==> src/rtl/lelo_temp_pkg.sv <==
// Shared types and constants for the ring-oscillator temperature readout.
package lelo_temp_pkg;

  typedef enum logic [1:0] {
    StIdle,
    StArm,
    StGate,
    StDone
  } state_e;

  localparam int unsigned GateLenW = 15;

  localparam logic [GateLenW-1:0] GateLen0 = 15'd256;
  localparam logic [GateLenW-1:0] GateLen1 = 15'd1024;
  localparam logic [GateLenW-1:0] GateLen2 = 15'd4096;
  localparam logic [GateLenW-1:0] GateLen3 = 15'd16384;

  // Map the 2-bit gate select onto a gate length in clk cycles.
  function automatic logic [GateLenW-1:0] gate_len(input logic [1:0] sel);
    logic [GateLenW-1:0] len;
    case (sel)
      2'd0:    len = GateLen0;
      2'd1:    len = GateLen1;
      2'd2:    len = GateLen2;
      default: len = GateLen3;
    endcase
    return len;
  endfunction

endpackage

==> src/rtl/lelo_sync_edge.sv <==
// Synchronizes the asynchronous oscillator input and emits a one-cycle pulse per rising edge.
module lelo_sync_edge #(
  parameter int unsigned SYNC_STAGES = 2
) (
  input  logic clk,
  input  logic rst_n,
  input  logic osc_i,
  output logic rise_o
);

  logic [SYNC_STAGES-1:0] sync_q, sync_d;
  logic                   hist_q, hist_d;

  // Shift the raw input through the synchronizer; history holds the previous synced value.
  always_comb begin
    sync_d = {sync_q[SYNC_STAGES-2:0], osc_i};
    hist_d = sync_q[SYNC_STAGES-1];
  end

  // Synchronizer and edge-detect history registers.
  always_ff @(posedge clk or negedge rst_n) begin
    if (!rst_n) begin
      sync_q <= '0;
      hist_q <= 1'b0;
    end else begin
      sync_q <= sync_d;
      hist_q <= hist_d;
    end
  end

  assign rise_o = sync_q[SYNC_STAGES-1] & ~hist_q;

endmodule

==> src/rtl/lelo_temp_readout.sv <==
// Counts ring-oscillator edges over a selectable gate window and reports the count.
module lelo_temp_readout
  import lelo_temp_pkg::*;
#(
  parameter int unsigned CNT_W       = 12,
  parameter int unsigned SYNC_STAGES = 2
) (
  input  logic             clk,
  input  logic             rst_n,
  input  logic             osc_in,
  input  logic             start,
  input  logic             abort,
  input  logic [1:0]       gate_sel,
  output logic             busy,
  output logic             done,
  output logic [CNT_W-1:0] result,
  output logic             ovf
);

  state_e              state_q, state_d;
  logic [GateLenW-1:0] glen_q, glen_d;
  logic [GateLenW-1:0] gcnt_q, gcnt_d;
  logic [CNT_W-1:0]    ecnt_q, ecnt_d;
  logic                oint_q, oint_d;
  logic [CNT_W-1:0]    result_q, result_d;
  logic                ovf_q, ovf_d;
  logic                rise;

  lelo_sync_edge #(
    .SYNC_STAGES(SYNC_STAGES)
  ) u_sync_edge (
    .clk   (clk),
    .rst_n (rst_n),
    .osc_i (osc_in),
    .rise_o(rise)
  );

  // Next-state, counter and output logic for the measurement sequence.
  always_comb begin
    state_d  = state_q;
    glen_d   = glen_q;
    gcnt_d   = gcnt_q;
    ecnt_d   = ecnt_q;
    oint_d   = oint_q;
    result_d = result_q;
    ovf_d    = ovf_q;
    busy     = 1'b0;
    done     = 1'b0;
    unique case (state_q)
      StIdle: begin
        if (start) begin
          glen_d  = gate_len(gate_sel);
          state_d = StArm;
        end
      end
      StArm: begin
        busy    = 1'b1;
        gcnt_d  = '0;
        ecnt_d  = '0;
        oint_d  = 1'b0;
        state_d = abort ? StIdle : StGate;
      end
      StGate: begin
        busy   = 1'b1;
        gcnt_d = gcnt_q + GateLenW'(1);
        // Saturate rather than wrap; a lost edge is remembered as overflow.
        if (rise) begin
          if (ecnt_q == {CNT_W{1'b1}}) begin
            oint_d = 1'b1;
          end else begin
            ecnt_d = ecnt_q + CNT_W'(1);
          end
        end
        if (abort) begin
          state_d = StIdle;
        end else if (gcnt_q == glen_q - GateLenW'(1)) begin
          // Load including this cycle's edge so result is valid alongside done.
          state_d  = StDone;
          result_d = ecnt_d;
          ovf_d    = oint_d;
        end
      end
      StDone: begin
        done    = 1'b1;
        state_d = StIdle;
      end
      default: state_d = StIdle;
    endcase
  end

  // State and datapath registers.
  always_ff @(posedge clk or negedge rst_n) begin
    if (!rst_n) begin
      state_q  <= StIdle;
      glen_q   <= '0;
      gcnt_q   <= '0;
      ecnt_q   <= '0;
      oint_q   <= 1'b0;
      result_q <= '0;
      ovf_q    <= 1'b0;
    end else begin
      state_q  <= state_d;
      glen_q   <= glen_d;
      gcnt_q   <= gcnt_d;
      ecnt_q   <= ecnt_d;
      oint_q   <= oint_d;
      result_q <= result_d;
      ovf_q    <= ovf_d;
    end
  end

  assign result = result_q;
  assign ovf    = ovf_q;

endmodule

==> config.mk <==
export PLATFORM = sky130hd
export DESIGN_NAME = lelo_temp_readout
export DESIGN_NICKNAME = d
export VERILOG_FILES = /design/src/rtl/lelo_temp_pkg.sv /design/src/rtl/lelo_sync_edge.sv /design/src/rtl/lelo_temp_readout.sv
export SDC_FILE = /design/constraint.sdc
export NUM_CORES = 1
export LEC_CHECK = 0
export ABC_AREA = 1
export BUFFER_PORTS_ARGS = -buffer_cell sky130_fd_sc_hd__buf_4
export CAP_MARGIN = 20
export CORE_MARGIN = 2
export CORE_UTILIZATION = 33
export DETAILED_ROUTE_END_ITERATION = 8
export GPL_ROUTABILITY_DRIVEN = 0
export HOLD_SLACK_MARGIN = 0.1
export PLACE_DENSITY = 0.54
export SLEW_MARGIN = 20
export SYNTH_ARGS = -nofsm -noshare
export SYNTH_HDL_FRONTEND = slang
export SYNTH_SLANG_ARGS = --single-unit
export TNS_END_PERCENT = 30
==> constraint.sdc <==
create_clock -name clk -period 3.55 [get_ports clk]
set_input_delay 0.355 -clock clk [delete_from_list [all_inputs] [get_ports clk]]
set_output_delay 0.355 -clock clk [all_outputs]
set_load 0.05 [all_outputs]
# ---- Word level (Yosys, flattened, before mapping)
# Index checks and enable logic that the tools add are counted.
# Widths: inputs -> output; s select.
dict set report word_totals {
  out_inout_bits 15
  ff_bits 61
  input_bits 7
  word_cells 46
}
dict set report op_classes {
  n_bitwise 3
  mux 15
  n_eq_ne 9
  add_sub_neg 3
  reduce_logical 7
}
# op count
set ops {}
lappend ops {{$pmux 15 s3} 1}
lappend ops {{$pmux 15 s2} 1}
lappend ops {{$mux 12} 2}
lappend ops {{$pmux 12 s2} 1}
lappend ops {{$add 15x1->15 const B} 1}
lappend ops {{$eq 15x15->1} 1}
lappend ops {{$sub 15x1->15 const B} 1}
lappend ops {{$add 12x1->12 const B} 1}
lappend ops {{$eq 12x12->1 const B} 1}
lappend ops {{$mux 2} 4}
lappend ops {{$pmux 2 s4} 1}
lappend ops {{$eq 2x2->1 const B} 3}
lappend ops {{$eq 2x1->1 const B} 2}
lappend ops {{$logic_not 2->1} 2}
lappend ops {{$mux 1} 4}
lappend ops {{$reduce_and 2->1} 2}
lappend ops {{$ne 3x3->1 const B} 1}
lappend ops {{$reduce_and 3->1} 1}
lappend ops {{$ne 2x2->1 const B} 1}
lappend ops {{$not 1->1} 2}
lappend ops {{$pmux 1 s2} 1}
lappend ops {{$reduce_bool 2->1} 1}
lappend ops {{$reduce_or 2->1} 1}
lappend ops {{$and 1x1->1} 1}

# ---- Longest topological paths before layout
# Gate-level depths: netlist (run 1).
dict set report logic_depth {
  depth_word 5
  ltp_mapped 13
  ltp_nobuf 13
}

# ---- Modules after synthesis
# A second synthesis (run 1) with hierarchy kept.
dict set report unflattened {
  cells_unflattened 325
  hier_area_um2 2718.9
}
# module instances area_each_um2 cells_per_inst seq_area_each_um2
set modules_own_cells {}
lappend modules_own_cells {lelo_temp_readout 1 2633.8 320 1176.1}
lappend modules_own_cells {lelo_sync_edge 1 85.1 5 75.1}

# ---- Worst setup path after synthesis (run 1)
# Ideal clock, no wire load.
dict set report synth_path {
  kind {reg2reg}
  from {register state_q[0]}
  to {register gcnt_q[14]}
  path_stages_with_launch 10
  arrival_time_ps 1896
  required_time_ps 3417
  n_path_buf 0
  setup_slack_ps 1521
  period_less_slack_ps 2029
  setup_ps 133
  cell_sequence {dfrtp_1 > inv_1 > ha_1 > inv_2 > nor2_4 > nand2_1 > nor3_2 > nand2_1 > xor2_1 > nor2_1}
}
dict set report synth_via {
  elab_chain_cells 2
  word_cells_on_any_way 4
  classes_between {eq/ne: 2; mux: 1; reduce/logical: 1}
}
# item line
set synth_lines {}
lappend synth_lines {{start: declaration} lelo_temp_readout.sv:20} ;# state_e state_q, state_d;
lappend synth_lines {{start signal: assignment} lelo_temp_readout.sv:94} ;# state_q <= StIdle;
lappend synth_lines {{start signal: assignment} lelo_temp_readout.sv:102} ;# state_q <= state_d;
lappend synth_lines {{$eq 2x2->1 / $eq 2x1->1 (equally long branches)} lelo_temp_readout.sv:49} ;# unique case (state_q)
lappend synth_lines {{$pmux 15 s2 / $reduce_bool 2->1 (equally long branches)} -}
lappend synth_lines {{end signal: assignment} lelo_temp_readout.sv:104} ;# gcnt_q <= gcnt_d;
lappend synth_lines {{end: declaration} lelo_temp_readout.sv:22} ;# logic [GateLenW-1:0] gcnt_q, gcnt_d;
# Parallel ways exist; a longest one is shown, timed or not.
# A chain may end at the register's enable or synchronous reset.

# ---- Worst setup path in the final report (run 1)
dict set report layout_path {
  from {register glen_q[8]}
  to {register result_q[9] (netlist: result[9])}
}
dict set report layout_via {
  elab_chain_cells 3
}
# item line
set layout_lines {}
lappend layout_lines {{start: declaration} lelo_temp_readout.sv:21} ;# logic [GateLenW-1:0] glen_q, glen_d;
lappend layout_lines {{start signal: assignment} lelo_temp_readout.sv:103} ;# glen_q <= glen_d;
lappend layout_lines {{$sub 15x1->15} lelo_temp_readout.sv:76} ;# end else if (gcnt_q == glen_q - GateLenW'(1)) begin
lappend layout_lines {{$eq 15x15->1} lelo_temp_readout.sv:76}
lappend layout_lines {{$reduce_and 3->1 (no line)} -}
lappend layout_lines {{end signal: assignment} lelo_temp_readout.sv:107} ;# result_q <= result_d;
lappend layout_lines {{end: declaration} lelo_temp_readout.sv:25} ;# logic [CNT_W-1:0] result_q, result_d;
# No other way between the ends.

==> impl_metrics.xml, run 1 <==
<?xml version="1.0" encoding="UTF-8"?>
<metrics>
  <group name="layout">
    <metric name="mostFrequentLayoutCells" unit="">nand2_1 (101), dfrtp_1 (50), inv_1 (43), nand3_1 (23)</metric>
    <metric name="mostFrequentLayoutCell" unit="">nand2_1</metric>
    <metric name="final_layout_size_suffix_gt1_share" unit="%">16.8</metric>
    <metric name="area_added_between_synthesis_and_finish" unit="%">13.9</metric>
    <metric name="multiInputGateArea" unit="mm²">0.00130</metric>
    <metric name="final_core_utilization" unit="%">38.4</metric>
    <metric name="design_area" unit="mm²">0.00314</metric>
    <metric name="nFillCells" unit="">850</metric>
    <metric name="finish.net_count" unit="">383</metric>
    <metric name="n_antenna_cell" unit="">0</metric>
    <metric name="regArea" unit="mm²">0.00125</metric>
  </group>
  <group name="setup_path">
    <metric name="crit_path_frequent_cell" unit="">nand2_1</metric>
    <metric name="reg2regPathDepth" unit="">12</metric>
    <metric name="regToRegEndpoint" unit="">result[9]$_DFFE_PN0P_</metric>
    <metric name="path_depth" unit="">12</metric>
    <metric name="setup.worst_path.class" unit="">reg -&gt; reg</metric>
    <metric name="cp-endpoint" unit="">result[9]$_DFFE_PN0P_</metric>
    <metric name="critical_path.slowest_cell" unit="">nand4_2</metric>
    <metric name="startpoint" unit="">glen_q[8]$_DFFE_PN0P_</metric>
    <metric name="critPathArrivalTime" unit="ns">2.54</metric>
    <metric name="crit-reg2reg-launch" unit="">glen_q[8]$_DFFE_PN0P_</metric>
    <metric name="ff2ff_setup_slack" unit="ns">1.24</metric>
    <metric name="critPathCaptureType" unit="">flop</metric>
    <metric name="critical_path_fanout_max" unit="">22</metric>
    <metric name="cp_data_required_time" unit="ns">3.78</metric>
    <metric name="timing.critical_path.slowest_cell_delay" unit="ns">0.56</metric>
    <metric name="worstPathBufferInverterCount" unit="">3</metric>
    <metric name="critical_path_cell_by_cell" unit="">inv_1 -&gt; ha_1 -&gt; inv_1 -&gt; nand2_1 -&gt; nand2_1 -&gt; nand2_1 -&gt; nand2_1 -&gt; nor2_1 -&gt; nand4_2 -&gt; inv_1 -&gt; nand2_1 -&gt; nand2_1</metric>
    <metric name="crit_family" unit="">simple AND/OR/NAND/NOR gates</metric>
    <metric name="setup.worst_path.start_class" unit="">flop</metric>
  </group>
  <group name="logic_synthesis">
    <metric name="synth-compound-area-share" unit="%">10.2</metric>
    <metric name="ys.warnings.count" unit="">0</metric>
    <metric name="yosys_register_bits" unit="">50</metric>
    <metric name="yosys.area_share.simple" unit="%">29.6</metric>
    <metric name="synth-async-reset-ratio" unit="%">100</metric>
    <metric name="synthCells" unit="">342</metric>
    <metric name="postSynthAreaPerCell" unit="µm²">8.06</metric>
    <metric name="synth.yosys.seq_area_share" unit="%">45.4</metric>
    <metric name="muxShareOfSynthArea" unit="%">0</metric>
    <metric name="synthesis.area" unit="mm²">0.00276</metric>
    <metric name="synth_xor_xnor_area_share" unit="%">3.68</metric>
    <metric name="synth_flop_type" unit="">dfrtp_1</metric>
    <metric name="yosys.area_share.adder" unit="%">3.63</metric>
    <metric name="largest_family_of_logic_cells_by_synthesized_area" unit="">simple AND/OR/NAND/NOR gates</metric>
    <metric name="synthesis.nets" unit="">357</metric>
    <metric name="yosysUniqueCellTypes" unit="">33</metric>
    <metric name="synth_edf_count" unit="">0</metric>
  </group>
  <group name="global_route">
    <metric name="grt_antenna_before_repair" unit="">0</metric>
    <metric name="grt_pass1_vias" unit="">2106</metric>
    <metric name="aggregate_global_route_resource_usage" unit="%">13.9</metric>
    <metric name="grt_max_degree" unit="">51</metric>
    <metric name="globalRoute.totalOverflow" unit="">0</metric>
    <metric name="global_route_wire_length_before_repair" unit="µm">9940</metric>
  </group>
  <group name="clock_tree">
    <metric name="clock_tree.root_cell" unit="">clkbuf_8</metric>
    <metric name="clk_pin_slew" unit="ns">0.10</metric>
    <metric name="worst_skew_late_latency" unit="ns">0.30</metric>
    <metric name="post_cts_resize_count" unit="">0</metric>
    <metric name="cts.path.max_buffers" unit="">2</metric>
    <metric name="tritoncts_num_sinks" unit="">50</metric>
    <metric name="cts_htree_levels" unit="">2</metric>
    <metric name="cts_inserted_buffers" unit="">5</metric>
    <metric name="tritoncts" unit="">done</metric>
    <metric name="post_cts_buffers" unit="">0</metric>
  </group>
  <group name="pwr">
    <metric name="power.static_leakage" unit="nW">1.55</metric>
    <metric name="max-vdd-ir-drop" unit="V">0.000239</metric>
    <metric name="power_switching" unit="mW">0.658</metric>
    <metric name="pwr_density_cell" unit="mW/mm²">538</metric>
    <metric name="clock_power_share" unit="%">24.8</metric>
    <metric name="internal_power" unit="mW">1.03</metric>
    <metric name="seq_power_share" unit="%">38.7</metric>
    <metric name="share_comb_of_total_power" unit="%">36.5</metric>
    <metric name="sw_frac_of_total" unit="%">38.9</metric>
  </group>
  <group name="drt">
    <metric name="drt_pre_antenna_iters" unit="">4</metric>
    <metric name="ant_nets" unit="">0</metric>
    <metric name="first_iter_violations" unit="">53</metric>
    <metric name="wire_per_inst" unit="µm">12.0</metric>
    <metric name="routed-via-count" unit="">2161</metric>
    <metric name="drcViolationCount" unit="">0</metric>
    <metric name="routed_via_density" unit="">4.57</metric>
    <metric name="routed_wl" unit="µm">5670</metric>
  </group>
  <group name="sta">
    <metric name="max_freq" unit="MHz">434</metric>
    <metric name="fin_hold_ws" unit="ns">0.156</metric>
    <metric name="report.final.setup_viol" unit="">0</metric>
    <metric name="fin_skew" unit="ns">0.0128</metric>
    <metric name="tcrit_tclk_final" unit="%">65.0</metric>
    <metric name="hold_violation_total_from_the_final_report" unit="">0</metric>
    <metric name="slew_headroom" unit="%">53.1</metric>
    <metric name="rsz0062_at_grt" unit="">false</metric>
    <metric name="fin_tns_setup" unit="ns">0</metric>
    <metric name="final_period_minus_worst_setup_slack" unit="ns">2.31</metric>
    <metric name="worst_slew_pin_slew" unit="ns">0.702</metric>
    <metric name="finalMaxSlewViolations" unit="">0</metric>
  </group>
  <group name="job">
    <metric name="cap_viol_max_count" unit="">0</metric>
  </group>
  <group name="floorplan">
    <metric name="fp.dieArea" unit="mm²">0.00910</metric>
    <metric name="die_height" unit="µm">95.4</metric>
    <metric name="coreArea" unit="mm²">0.00818</metric>
    <metric name="row_count" unit="">33</metric>
    <metric name="floorplan.initialDensity" unit="%">33.7</metric>
    <metric name="die_w" unit="µm">95.4</metric>
    <metric name="boundaryPins" unit="">22</metric>
  </group>
  <group name="placed_design">
    <metric name="detailed_placer_s_ending_hpwl" unit="µm">4140</metric>
    <metric name="port-buffer-count" unit="">21</metric>
    <metric name="detailed_place.area" unit="mm²">0.00302</metric>
  </group>
  <group name="status">
    <metric name="status" unit="">completed</metric>
  </group>
  <group name="min_path">
    <metric name="worstHoldPathCells" unit="">1</metric>
    <metric name="min_path_type" unit="">in -&gt; reg</metric>
  </group>
</metrics>
through the flow:
| stage | cells | worst slack, ns | total power, mW |
|---|---|---|---|
| after floorplan | 342 | 1.52 | 1.11 |
| after global placement | 465 | 1.22 | 1.28 |
| after detailed placement | 465 | 1.24 | 1.29 |
| after CTS | 473 | 1.19 | 1.72 |
| after global routing | 473 | 0.909 | 1.83 |
| final | 473 | 1.24 | 1.69 |
metal layers:
layer / part of all wire (%) / GRT usage (%) / vias up
met1: 49 / 18.4 / 981
met5: 0 / 0 / -
li1: - / - / 1145
met2: 47 / 22.9 / 28
met4: 1.6 / 4.17 / 0
met3: 2.9 / 3.00 / 7
area by class of cell:
type / count / area share, %
clock inverter: 1 / 0.956
tap: 105 / 4.18
inverter: 46 / 5.50
clock buffer: 6 / 2.63
sequential: 50 / 39.8
multi-input combinational: 242 / 41.3
timing repair buffer: 23 / 5.58
state kept, by name, indices dropped and copies added (netlist names):
name	count
ecnt_q	12
glen_q	4
oint_q	1
u_sync_edge.hist_q	1
state_q	2
gcnt_q	15
result	12
u_sync_edge.sync_q	2
ovf	1
power by group through the flow:
stage | registers [mW] | clock network, mW | logic [mW]
CTS | 0.656 | 0.434 | 0.628
detailed placement | 0.667 | 0 | 0.621
global placement | 0.665 | 0 | 0.620
global route | 0.662 | 0.457 | 0.706
finish | 0.654 | 0.419 | 0.617
floorplan | 0.657 | 0 | 0.454
worst min path at each step:
stage,start,to,slack [ns]
final,osc_in,u_sync_edge.sync_q[0]$_DFF_PN0_,0.16
after global routing,osc_in,u_sync_edge.sync_q[0]$_DFF_PN0_,0.14
after CTS,osc_in,u_sync_edge.sync_q[0]$_DFF_PN0_,0.15
after detailed placement,u_sync_edge.sync_q[0]$_DFF_PN0_,u_sync_edge.sync_q[1]$_DFF_PN0_,0.35
after global placement,u_sync_edge.sync_q[0]$_DFF_PN0_,u_sync_edge.sync_q[1]$_DFF_PN0_,0.34
after floorplan,rst_n,ecnt_q[0]$_DFFE_PN0P_,0.06
logic make-up (layout without fill, tap and decap cells):
group / after synthesis / count (layout)
AND/OR/NAND/NOR: 179 / 179
buffers and inverters: 50 / 76
AO/OA/AOI/OAI: 46 / 46
adder cells (fa/ha/maj): 8 / 8
flip-flops: 50 / 50
XOR/XNOR: 9 / 9
Yosys cell counts, types with 3 or more instances:
cell type,instances,share of area (%)
nand2_1,101,14
dfrtp_1,50,45
inv_1,43,5.9
nand3_1,23,4.2
nor2_1,22,3.0
o21ai_0,15,2.7
nor3_1,11,2.0
o21ai_2,10,3.2
a21oi_1,9,1.6
ha_1,8,3.6
o21ai_1,6,1.1
nand2_2,4,0.91
nand4_1,4,0.91
nor2_2,4,0.91
nand3_2,3,1.1
o22ai_1,3,0.68
xnor2_1,3,0.95
xor2_1,3,0.95
xor2_2,3,1.8
what timing repair did:
action                                 CTS  global route
setup endpoints to repair                0             0
endpoints found under the hold margin   22             0
hold buffers                             1             0
(Power assumes the default switching activity.)
==> inputs of run 2 (changes only) <==
==> constraint.sdc (replaced) <==
create_clock -name clk -period 2.4 [get_ports clk]
set_input_delay 0.24 -clock clk [delete_from_list [all_inputs] [get_ports clk]]
set_output_delay 0.24 -clock clk [all_outputs]
set_load 0.05 [all_outputs]
==> run 2 against run 1 <==
Register-to-register slack got worse by 0.88 ns. Utilization rose by 0.14 points. Sequential cell count did not move. Clock power rose by 23%. Clock-buffer cell count rose by 1. Worst hold slack improved by 0.026 ns. Via count rose by 1.6%. Critical endpoint is now gcnt_q[7]$_DFFE_PN0P_.
==> impl_metrics.xml, run 2 (synthesis results as in run 1) <==
<?xml version="1.0" encoding="UTF-8"?>
<metrics>
  <group name="global_route">
    <metric name="global_route_wire_length_before_repair" unit="µm">9760</metric>
    <metric name="globalRoute.totalOverflow" unit="">0</metric>
    <metric name="grt_max_degree" unit="">51</metric>
    <metric name="grt_pass1_vias" unit="">2093</metric>
    <metric name="grt_antenna_before_repair" unit="">0</metric>
    <metric name="aggregate_global_route_resource_usage" unit="%">13.8</metric>
  </group>
  <group name="sta">
    <metric name="max_freq" unit="MHz">491</metric>
    <metric name="finalMaxSlewViolations" unit="">0</metric>
    <metric name="report.final.setup_viol" unit="">0</metric>
    <metric name="worst_slew_pin_slew" unit="ns">0.638</metric>
    <metric name="slew_headroom" unit="%">57.4</metric>
    <metric name="fin_tns_setup" unit="ns">0</metric>
    <metric name="final_period_minus_worst_setup_slack" unit="ns">2.04</metric>
    <metric name="fin_hold_ws" unit="ns">0.181</metric>
    <metric name="rsz0062_at_grt" unit="">false</metric>
    <metric name="hold_violation_total_from_the_final_report" unit="">0</metric>
    <metric name="fin_skew" unit="ns">0.00982</metric>
    <metric name="tcrit_tclk_final" unit="%">84.8</metric>
  </group>
  <group name="layout">
    <metric name="mostFrequentLayoutCell" unit="">nand2_1</metric>
    <metric name="area_added_between_synthesis_and_finish" unit="%">14.3</metric>
    <metric name="largest_register_ff_count" unit="">15</metric>
    <metric name="multiInputGateArea" unit="mm²">0.00130</metric>
    <metric name="max_flop_register" unit="">gcnt_q</metric>
    <metric name="regArea" unit="mm²">0.00125</metric>
    <metric name="final_layout_size_suffix_gt1_share" unit="%">17.4</metric>
    <metric name="mostFrequentLayoutCells" unit="">nand2_1 (101), dfrtp_1 (50), inv_1 (43), buf_4 (25), nand3_1 (23)</metric>
    <metric name="finish.net_count" unit="">387</metric>
    <metric name="nFillCells" unit="">852</metric>
    <metric name="n_antenna_cell" unit="">0</metric>
  </group>
  <group name="setup_path">
    <metric name="critPathArrivalTime" unit="ns">2.23</metric>
    <metric name="setup.worst_path.class" unit="">reg -&gt; reg</metric>
    <metric name="path_depth" unit="">9</metric>
    <metric name="reg2regPathDepth" unit="">9</metric>
    <metric name="cp_data_required_time" unit="ns">2.59</metric>
    <metric name="critical_path.slowest_cell" unit="">ha_1</metric>
    <metric name="ff2ff_setup_slack" unit="ns">0.36</metric>
    <metric name="setup.worst_path.start_class" unit="">flop</metric>
    <metric name="critical_path_cell_by_cell" unit="">inv_1 -&gt; ha_1 -&gt; nand2_1 -&gt; nor2_1 -&gt; nand2_1 -&gt; nor2_1 -&gt; nand3_1 -&gt; o21ai_0 -&gt; a21oi_1</metric>
    <metric name="critical_path_fanout_max" unit="">7</metric>
    <metric name="timing.critical_path.slowest_cell_delay" unit="ns">0.43</metric>
    <metric name="critPathCaptureType" unit="">flop</metric>
    <metric name="crit_family" unit="">simple AND/OR/NAND/NOR gates</metric>
    <metric name="worstPathBufferInverterCount" unit="">1</metric>
  </group>
  <group name="pwr">
    <metric name="seq_power_share" unit="%">39.9</metric>
    <metric name="internal_power" unit="mW">1.45</metric>
    <metric name="power_switching" unit="mW">0.974</metric>
    <metric name="sw_frac_of_total" unit="%">40.2</metric>
    <metric name="power.static_leakage" unit="nW">1.56</metric>
    <metric name="max-vdd-ir-drop" unit="V">0.000416</metric>
    <metric name="clock_power_share" unit="%">21.3</metric>
    <metric name="share_comb_of_total_power" unit="%">38.8</metric>
    <metric name="pwr_density_cell" unit="mW/mm²">769</metric>
  </group>
  <group name="drt">
    <metric name="drcViolationCount" unit="">0</metric>
    <metric name="met1Wirelength" unit="µm">2630</metric>
    <metric name="routed_via_density" unit="">4.59</metric>
    <metric name="first_iter_violations" unit="">89</metric>
    <metric name="route.met2.wl" unit="µm">2730</metric>
    <metric name="wire_per_inst" unit="µm">11.7</metric>
    <metric name="routed-via-count" unit="">2195</metric>
    <metric name="ant_nets" unit="">0</metric>
    <metric name="routed_wl" unit="µm">5590</metric>
    <metric name="routed-wl-met3" unit="µm">161</metric>
    <metric name="drt_pre_antenna_iters" unit="">4</metric>
    <metric name="highest_layer" unit="">met4</metric>
  </group>
  <group name="placed_design">
    <metric name="port-buffer-count" unit="">21</metric>
    <metric name="detailed_placer_s_ending_hpwl" unit="µm">4190</metric>
  </group>
  <group name="floorplan">
    <metric name="boundaryPins" unit="">22</metric>
    <metric name="die_w" unit="µm">95.4</metric>
    <metric name="die_height" unit="µm">95.4</metric>
    <metric name="floorplan.initialDensity" unit="%">33.7</metric>
    <metric name="fp.dieArea" unit="mm²">0.00910</metric>
    <metric name="row_count" unit="">33</metric>
    <metric name="coreArea" unit="mm²">0.00818</metric>
  </group>
  <group name="min_path">
    <metric name="min_path_type" unit="">in -&gt; reg</metric>
    <metric name="worstHoldPathCells" unit="">3</metric>
  </group>
  <group name="clock_tree">
    <metric name="holdBufCountCts" unit="">2</metric>
    <metric name="clock_tree.root_cell" unit="">clkbuf_8</metric>
    <metric name="post_cts_buffers" unit="">0</metric>
    <metric name="cts_inserted_buffers" unit="">5</metric>
    <metric name="tritoncts" unit="">done</metric>
    <metric name="clk_pin_slew" unit="ns">0.09</metric>
    <metric name="cts_htree_levels" unit="">2</metric>
    <metric name="tritoncts_num_sinks" unit="">50</metric>
    <metric name="cts.path.max_buffers" unit="">2</metric>
    <metric name="post_cts_resize_count" unit="">0</metric>
    <metric name="worst_skew_late_latency" unit="ns">0.30</metric>
  </group>
  <group name="job">
    <metric name="cap_viol_max_count" unit="">0</metric>
  </group>
  <group name="status">
    <metric name="status" unit="">completed</metric>
  </group>
</metrics>
==> run 2: cell types whose count changed in the layout (fill, tap and decap cells not counted) <==
cell / previous run / this run
clkinv_2: 0 / 1
clkbuf_1: 0 / 1
buf_4: 22 / 25
dlygate4sd3_1: 1 / 2
bufinv_16: 1 / 0
==> run 2: area by class of cell <==
class | count | share of cell area [%]
clock inverters | 1 | 0.159
clock buffers | 7 | 2.74
well taps | 105 | 4.17
repair buffers | 27 | 6.59
multi-input cells | 242 | 41.2
inverters | 46 | 5.48
flip-flops and latches | 50 | 39.7
==> run 2: final timing paths <==
| kind | startpoint | end |
|---|---|---|
| max | state_q[0]$_DFFE_PN0P_ | gcnt_q[7]$_DFFE_PN0P_ |
| min | gate_sel[1] | glen_q[12]$_DFFE_PN0P_ |
| max reg2reg | state_q[0]$_DFFE_PN0P_ | gcnt_q[7]$_DFFE_PN0P_ |
| min reg2reg | u_sync_edge.sync_q[0]$_DFF_PN0_ | u_sync_edge.sync_q[1]$_DFF_PN0_ |
| max in group asynchronous | rst_n | gcnt_q[0]$_DFFE_PN0P_ |
| min in group asynchronous | rst_n | result[4]$_DFFE_PN0P_ |
==> run 2: power groups by stage <==
stage / combinational, mW / sequential (mW) / clock, mW
detailed placement: 0.949 / 0.985 / 0
finish: 0.940 / 0.968 / 0.515
global route: 1.08 / 0.980 / 0.580
global placement: 0.954 / 0.983 / 0
floorplan: 0.671 / 0.972 / 0
CTS: 0.961 / 0.969 / 0.540
==> run 2: metal layers <==
| metal | vias to the layer above | GRT usage, % |
|---|---|---|
| li1 | 1150 | - |
| met1 | 1012 | 18.1 |
| met2 | 24 | 22.3 |
| met3 | 9 | 4.19 |
| met4 | 0 | 3.21 |
| met5 | - | 0 |
==> run 2: per-stage QoR <==
step | total power, mW | instance area (µm²) | util, % | setup WS, ns | instances
2_1_floorplan | 1.64 | 2760 | - | 0.371 | 342
3_3_place_gp | 1.94 | 3040 | 37.2 | 0.412 | 468
3_5_place_dp | 1.93 | 3040 | 37.2 | 0.375 | 468
4_1_cts | 2.47 | 3150 | 38.6 | 0.339 | 478
5_1_grt | 2.64 | 3150 | 38.6 | 0.0480 | 478
6_report | 2.42 | 3150 | 38.6 | 0.365 | 478
==> run 2: worst register-to-register path, cell delays in order, from the launching register on <==
cell     delay [ns]
dfrtp_1        0.41
inv_1          0.10
ha_1           0.43
nand2_1        0.11
nor2_1         0.27
nand2_1        0.11
nor2_1         0.16
nand3_1        0.11
o21ai_0        0.16
a21oi_1        0.06
